<file path="src/rtl/bcd_pkg.sv">
// Shared constants and FSM encoding for the binary-to-BCD converter and the
// seven-segment display stage that consumes its packed result.
package bcd_pkg;

    localparam int          DIGITS  = 4;
    localparam int          BCD_MAX = 9999;
    localparam logic [15:0] BCD_SAT = 16'h9999;

    typedef enum logic [1:0] {
        ST_IDLE  = 2'b00,
        ST_SHIFT = 2'b01,
        ST_DONE  = 2'b10
    } state_e;

endpackage

</file>
<file path="src/rtl/bcd_add3.sv">
// One double-dabble digit correction: a digit of 5 or more gets +3 so the
// following left shift carries correctly into the next decimal digit.
module bcd_add3 (
    input  logic [3:0] d_i,
    output logic [3:0] q_o
);

    // Conditional +3, wrapping inside the 4-bit digit
    always_comb begin
        q_o = d_i;
        if (d_i >= 4'd5) begin
            q_o = d_i + 4'd3;
        end else begin
            q_o = d_i;
        end
    end

endmodule

</file>
<file path="src/rtl/bin2bcd_seq.sv">
// Sequential shift-and-add-3 binary-to-BCD converter, one input bit per clock.
// The result is held between conversions so a display mux sees a steady value.
module bin2bcd_seq #(
    parameter int WIDTH   = 14,
    parameter int DIGITS  = bcd_pkg::DIGITS,
    parameter int BCD_MAX = bcd_pkg::BCD_MAX
) (
    input  logic                clk,
    input  logic                rst,
    input  logic [WIDTH-1:0]    bin,
    input  logic                start,
    output logic [4*DIGITS-1:0] bcd,
    output logic                done,
    output logic                busy,
    output logic                ovf
);

    import bcd_pkg::*;

    localparam int               BW    = 4 * DIGITS;
    localparam int               CW    = $clog2(WIDTH);
    localparam logic [CW-1:0]    LAST  = CW'(WIDTH - 1);
    localparam logic [WIDTH-1:0] MAX_W = WIDTH'(BCD_MAX);

    state_e           state_q;
    logic [CW-1:0]    cnt_q;
    logic [WIDTH-1:0] bin_q;
    logic [WIDTH-1:0] bin_d;
    logic [BW-1:0]    scr_q;
    logic [BW-1:0]    scr_d;
    logic [BW-1:0]    adj_s;
    logic             sat_q;
    logic [BW-1:0]    bcd_q;
    logic             done_q;
    logic             busy_q;
    logic             ovf_q;

    for (genvar g = 0; g < DIGITS; g++) begin : g_dig
        bcd_add3 u_add3 (
            .d_i (scr_q[4*g +: 4]),
            .q_o (adj_s[4*g +: 4])
        );
    end

    // The corrected digits and binary register shift left as one long word
    assign scr_d = {adj_s[BW-2:0], bin_q[WIDTH-1]};
    assign bin_d = {bin_q[WIDTH-2:0], 1'b0};

    // Control FSM with all datapath registers and registered outputs
    always_ff @(posedge clk or negedge rst) begin
        if (!rst) begin
            state_q <= ST_IDLE;
            cnt_q   <= '0;
            bin_q   <= '0;
            scr_q   <= '0;
            sat_q   <= 1'b0;
            bcd_q   <= '0;
            done_q  <= 1'b0;
            busy_q  <= 1'b0;
            ovf_q   <= 1'b0;
        end else begin
            done_q <= 1'b0;
            case (state_q)
                ST_IDLE: begin
                    if (start) begin
                        bin_q   <= bin;
                        scr_q   <= '0;
                        cnt_q   <= '0;
                        sat_q   <= (bin > MAX_W);
                        busy_q  <= 1'b1;
                        state_q <= ST_SHIFT;
                    end else begin
                        state_q <= ST_IDLE;
                    end
                end
                ST_SHIFT: begin
                    scr_q <= scr_d;
                    bin_q <= bin_d;
                    cnt_q <= cnt_q + CW'(1);
                    if (cnt_q == LAST) begin
                        state_q <= ST_DONE;
                    end else begin
                        state_q <= ST_SHIFT;
                    end
                end
                ST_DONE: begin
                    // Saturated inputs still run the full shift so latency never varies
                    bcd_q   <= sat_q ? {DIGITS{4'h9}} : scr_q;
                    ovf_q   <= sat_q;
                    done_q  <= 1'b1;
                    busy_q  <= 1'b0;
                    state_q <= ST_IDLE;
                end
                default: begin
                    busy_q  <= 1'b0;
                    state_q <= ST_IDLE;
                end
            endcase
        end
    end

    assign bcd  = bcd_q;
    assign done = done_q;
    assign busy = busy_q;
    assign ovf  = ovf_q;

endmodule

</file>
<file path="config.mk">
export PLATFORM = sky130hd
export DESIGN_NAME = bin2bcd_seq
export DESIGN_NICKNAME = d
export VERILOG_FILES = /design/src/rtl/bcd_pkg.sv /design/src/rtl/bcd_add3.sv /design/src/rtl/bin2bcd_seq.sv
export SDC_FILE = /design/constraint.sdc
export NUM_CORES = 1
export LEC_CHECK = 0
export BUFFER_PORTS_ARGS = -buffer_cell sky130_fd_sc_hd__buf_2
export CAP_MARGIN = 40
export CORE_MARGIN = 8
export CORE_UTILIZATION = 52
export CTS_CLUSTER_DIAMETER = 200
export CTS_CLUSTER_SIZE = 10
export DETAILED_ROUTE_END_ITERATION = 16
export GPL_TIMING_DRIVEN = 0
export PLACE_DENSITY = 0.76
export SYNTH_ARGS = -nofsm -noshare
export SYNTH_HDL_FRONTEND = slang
export SYNTH_HIERARCHICAL = 1
export SYNTH_SLANG_ARGS = --single-unit
</file>
<file path="constraint.sdc">
create_clock -name clk -period 1.4 [get_ports clk]
set_clock_uncertainty 0.1 [all_clocks]
set_input_delay 0.21 -clock clk [delete_from_list [all_inputs] [get_ports clk]]
set_output_delay 0.21 -clock clk [all_outputs]
set_load 0.01 [all_outputs]
</file>
# Word level (Yosys, flattened, before mapping)
# Cells that the tools add are included.
[word_totals] ff_bits=56 input_bits=17 output_inout_bits=19 elab_cells=46
[op_classes] mux=17 bitwise=1 order_cmp=5 n_reduce_logical=5 n_addsub=5 n_eq_ne=4
[op_table] cell="$mux 16" n=2
[op_table] cell="$pmux 16 s2" n=1
[op_table] cell="$pmux 14 s2" n=1
[op_table] cell="$ge 4x3->1 const B" n=4
[op_table] cell="$mux 4" n=4
[op_table] cell="$gt 14x14->1 const B" n=1
[op_table] cell="$mux 14" n=1
[op_table] cell="$add 4x2->4 const B" n=3
[op_table] cell="$pmux 4 s2" n=1
[op_table] cell="$reduce_and 2->1" n=3
[op_table] cell="$add 4x1->4 const B" n=1
[op_table] cell="$eq 4x4->1 const B" n=1
[op_table] cell="$pmux 2 s2" n=1
[op_table] cell="$add 3x2->3 const B" n=1
[op_table] cell="$mux 1" n=3
[op_table] cell="$mux 3" n=1
[op_table] cell="$eq 2x1->1 const B" n=1
[op_table] cell="$eq 2x2->1 const B" n=1
[op_table] cell="$logic_not 2->1" n=1
[op_table] cell="$mux 2" n=1
[op_table] cell="$ne 2x2->1 const B" n=1
[op_table] cell="$pmux 1 s2" n=1
[op_table] cell="$reduce_bool 2->1" n=1
[op_table] cell="$not 1->1" n=1

# Depth between registers and ports, before layout
[depth] ltp_word=3 depth_mapped=7 depth_no_buf=7

# Cells and area by module
# The synthesis kept the hierarchy.
[modules_own_cells] module="bin2bcd_seq" area_each_um2=2394.8 instances=1 seq_area_each_um2=1401.3 cells_each=244
[modules_own_cells] module="bcd_add3" area_each_um2=101.3 instances=4 seq_area_each_um2=0.0 cells_each=16

# Least setup slack after synthesis
# No wires, ideal clock.
[synth_path] path_type="register -> register" from="reg state_q[1]" to="reg bin_q[6]" t_required_ns=1.179 period_less_slack_ns=1.443 path_stages_with_launch=6 setup_time_ns=0.121 n_path_buf=2 arrival_time_ns=1.222 setup_slack_ns=-0.043 cell_sequence="dfrtp_1 > or3b_1 > buf_6 > buf_8 > o22ai_2 > nor2_1"
[synth_via] elab_chain_cells=3 word_cells_on_any_way=6 cone_classes="eq/ne (2); mux (1); reduce/logical (3)"
[synth_rtl] item="start: declaration" line_no="bin2bcd_seq.sv:25" source="state_e state_q;"
[synth_rtl] item="start signal: assignment" line_no="bin2bcd_seq.sv:52" source="state_q <= ST_IDLE;"
[synth_rtl] item="start signal: assignment" line_no="bin2bcd_seq.sv:71" source="state_q <= ST_SHIFT;"
[synth_rtl] item="start signal: assignment" line_no="bin2bcd_seq.sv:73" source="state_q <= ST_IDLE;"
[synth_rtl] item="$eq 2x1->1 / $logic_not 2->1 (equally long branches)" line_no="bin2bcd_seq.sv:63" source="case (state_q)"
[synth_rtl] item="$reduce_bool 2->1 (no line) / $ne 2x2->1 (equally long branches)"
[synth_rtl] item="$reduce_and 2->1 (no line)"
[synth_rtl] item="end signal: assignment" line_no="bin2bcd_seq.sv:66" source="bin_q <= bin;"
[synth_rtl] item="end signal: assignment" line_no="bin2bcd_seq.sv:78" source="bin_q <= bin_d;"
[synth_rtl] item="end: declaration" line_no="bin2bcd_seq.sv:27" source="logic [WIDTH-1:0] bin_q;"
# Several ways; a longest one is shown, not always the timed one.
# A chain may end at the register's enable or synchronous reset.

# Worst setup path in the final report
[layout_path] from="reg state_q[0]" to="reg bin_q[6]"
# The elaborated chain is that of the path after synthesis.

==> results.ini <==
[outcome]
status = complete, but fails checks
violations = negative setup slack

[worst_hold_path]
hold_path_class = primary input to flop

[global_route]
grt_max_degree = 35
grt.overflow.total = 0
grt_pass1_wl_um = 10900
antenna_found_initial = 0
grt_usage_pct = 17.6
grt_pass1_vias = 2324

[floorplan]
start_util_pct = 54.1
die_w_um = 89.1
die_y_um = 89.1
io_pins = 36
coreArea_mm2 = 0.00514
rows = 26
dieArea_mm2 = 0.00794

[place]
dpl.cell_count = 410
dp_slack_ns = -0.169
dpl_cell_area_mm2 = 0.00314
place_hpwl_um = 4160
place_congestion = 0.761
port_buffers = 35

[critical_path]
crit_family = simple AND/OR/NAND/NOR gates
start_kind = flop
slowest_stage = or3b_4
end_kind = flop
crit_chain = or3b_4, buf_12, clkbuf_16, o22ai_2, nor2_1
crit_buf_inv = 2
cp.required_ns = 1.50
critPathMaxFanout = 8
path_class = flop to flop
arrival_ns = 1.62
slowest_delay_ns = 0.43

[drt]
route.detailed.drc = 0
via_count = 2384
drt_iter0_drc = 96
drt_first_pass_iters = 4
ant_nets = 0
avgViaCountPerCell = 5.37
wl_per_cell_um = 15.2
routed_wl_um = 6750

[final_layout]
synthToLayoutAreaGrowth_pct = 37.9
post-route-cell-area_mm2 = 0.00383
seqCellArea_mm2 = 0.00141
stdcell_count = 444
drive_gt1_share_pct = 41.7
fin_nets = 400
fill_cells = 366
n_antenna_cell = 0
final_util_pct = 74.6
multi_input_area_mm2 = 0.00153

[timing]
setup-tns-final_ns = -2.82
finalMaxSlewViolations = 0
fin_ws_ns = -0.121
min_period_over_period_pct = 109
post-route-min-period_ns = 1.52
worst_pin_slew_ns = 0.536
whs_ns = 0.0620
relSlewSlack_pct = 64.3
hold_viol = 0
setup_viol = 35
rsz0062_at_grt = yes
max_freq_ghz = 0.658

[logic_synthesis]
syn_area_mm2 = 0.00278
synthCells = 304
yosys_warnings = 6
synth_area_per_cell_um2 = 9.15
synthesis.nets = 331

[power]
clockPowerShare_pct = 11.5
peakVddDrop_mv = 1.29
seqPwrFrac_pct = 33.9
p_per_area_mw_per_mm2 = 2330
netSwitchingFraction_pct = 40.9
p_total_mw = 8.94
power_leakage_nw = 1.83
internal-power_mw = 5.29
p_switching_mw = 3.66
power_frac_comb_pct = 54.5

[clock_tree]
clk_path_buf_depth = 2
cts.clk_slew.worst_paths_ns = 0.10
clk_latency_ns = 0.30
numCtsBuffers = 5
clock-root-buffer = clkbuf_8
cts.sinks = 56
htree_levels = 2
cts_tree = built

[job]
drv_cap = 0

-- layout by cell type (no fill, tap or decap), drive strengths merged, types with 4 or more instances in the layout --
master and count:
o22ai 12, xnor2 4, o21ai 25, buf 73, nand2b 17, ha 10
nor3 13, inv 11, nand2 69, clkbuf 11, a21oi 6, nand3 22
dfrtp 56, nor2 26, mux2i 6
-- metal layers --
metal,global-route usage (%),wire (um),vias to the layer above
li1,-,-,1156
met1,22.6,2910,1162
met2,30.0,3460,58
met3,2.57,306,8
met4,4.68,80,0
met5,0,0,-
-- registers in the layout, indices dropped and copies added (netlist names) --
name	cells
bcd	16
scr_q	16
bin_q	14
cnt_q	4
state_q	2
busy	1
done	1
ovf	1
sat_q	1
-- worst paths after layout --
path | end | cells after the start | slack [ns] | from
setup / recovery | bin_q[6] | 5 | -0.12 | state_q[0]
hold / removal | bin_q[13] | 3 | 0.06 | bin[13]
setup reg to reg | bin_q[6] | 5 | -0.12 | state_q[0]
hold reg to reg | bcd[13] | 2 | 0.38 | bcd[13]
max in group asynchronous | scr_q[12] | 3 | 0.29 | rst
min in group asynchronous | scr_q[3] | 2 | 0.33 | rst
-- power by group through the flow --
stage | logic, mW | clock network [mW] | registers [mW]
finish | 4.88 | 1.03 | 3.03
global placement | 3.36 | 0 | 2.98
floorplan | 2.58 | 0 | 2.98
CTS | 4.32 | 1.06 | 2.93
global route | 5.41 | 1.13 | 3.12
detailed placement | 3.49 | 0 | 3.01
-- repair_timing --
item | 4_1_cts | 5_1_grt
hold buffers | 2 | 0
setup buffers | 17 | 5
cloned | 3 | 1
hold endpoints to repair | 23 | 0
gates resized for setup | 45 | 59
setup endpoints to repair | 50 | 54
pin swaps | 14 | 16
-- worst reg2reg max path, cell delays in order (launching register included) --
cell       delay (ns)
dfrtp_2          0.42
or3b_4           0.43
buf_12           0.17
clkbuf_16        0.16
o22ai_2          0.08
nor2_1           0.05
-- cell type report --
class	instances	share of cell area (%)
Timing Repair Buffer	63	11.9
Clock inverter	2	0.914
Tap cell	70	2.28
Sequential cell	56	36.7
Buffer	17	5.25
Inverter	11	1.08
Multi-Input combinational cell	219	40.0
Clock buffer	6	1.89
Power figures use the tool's default switching activity.
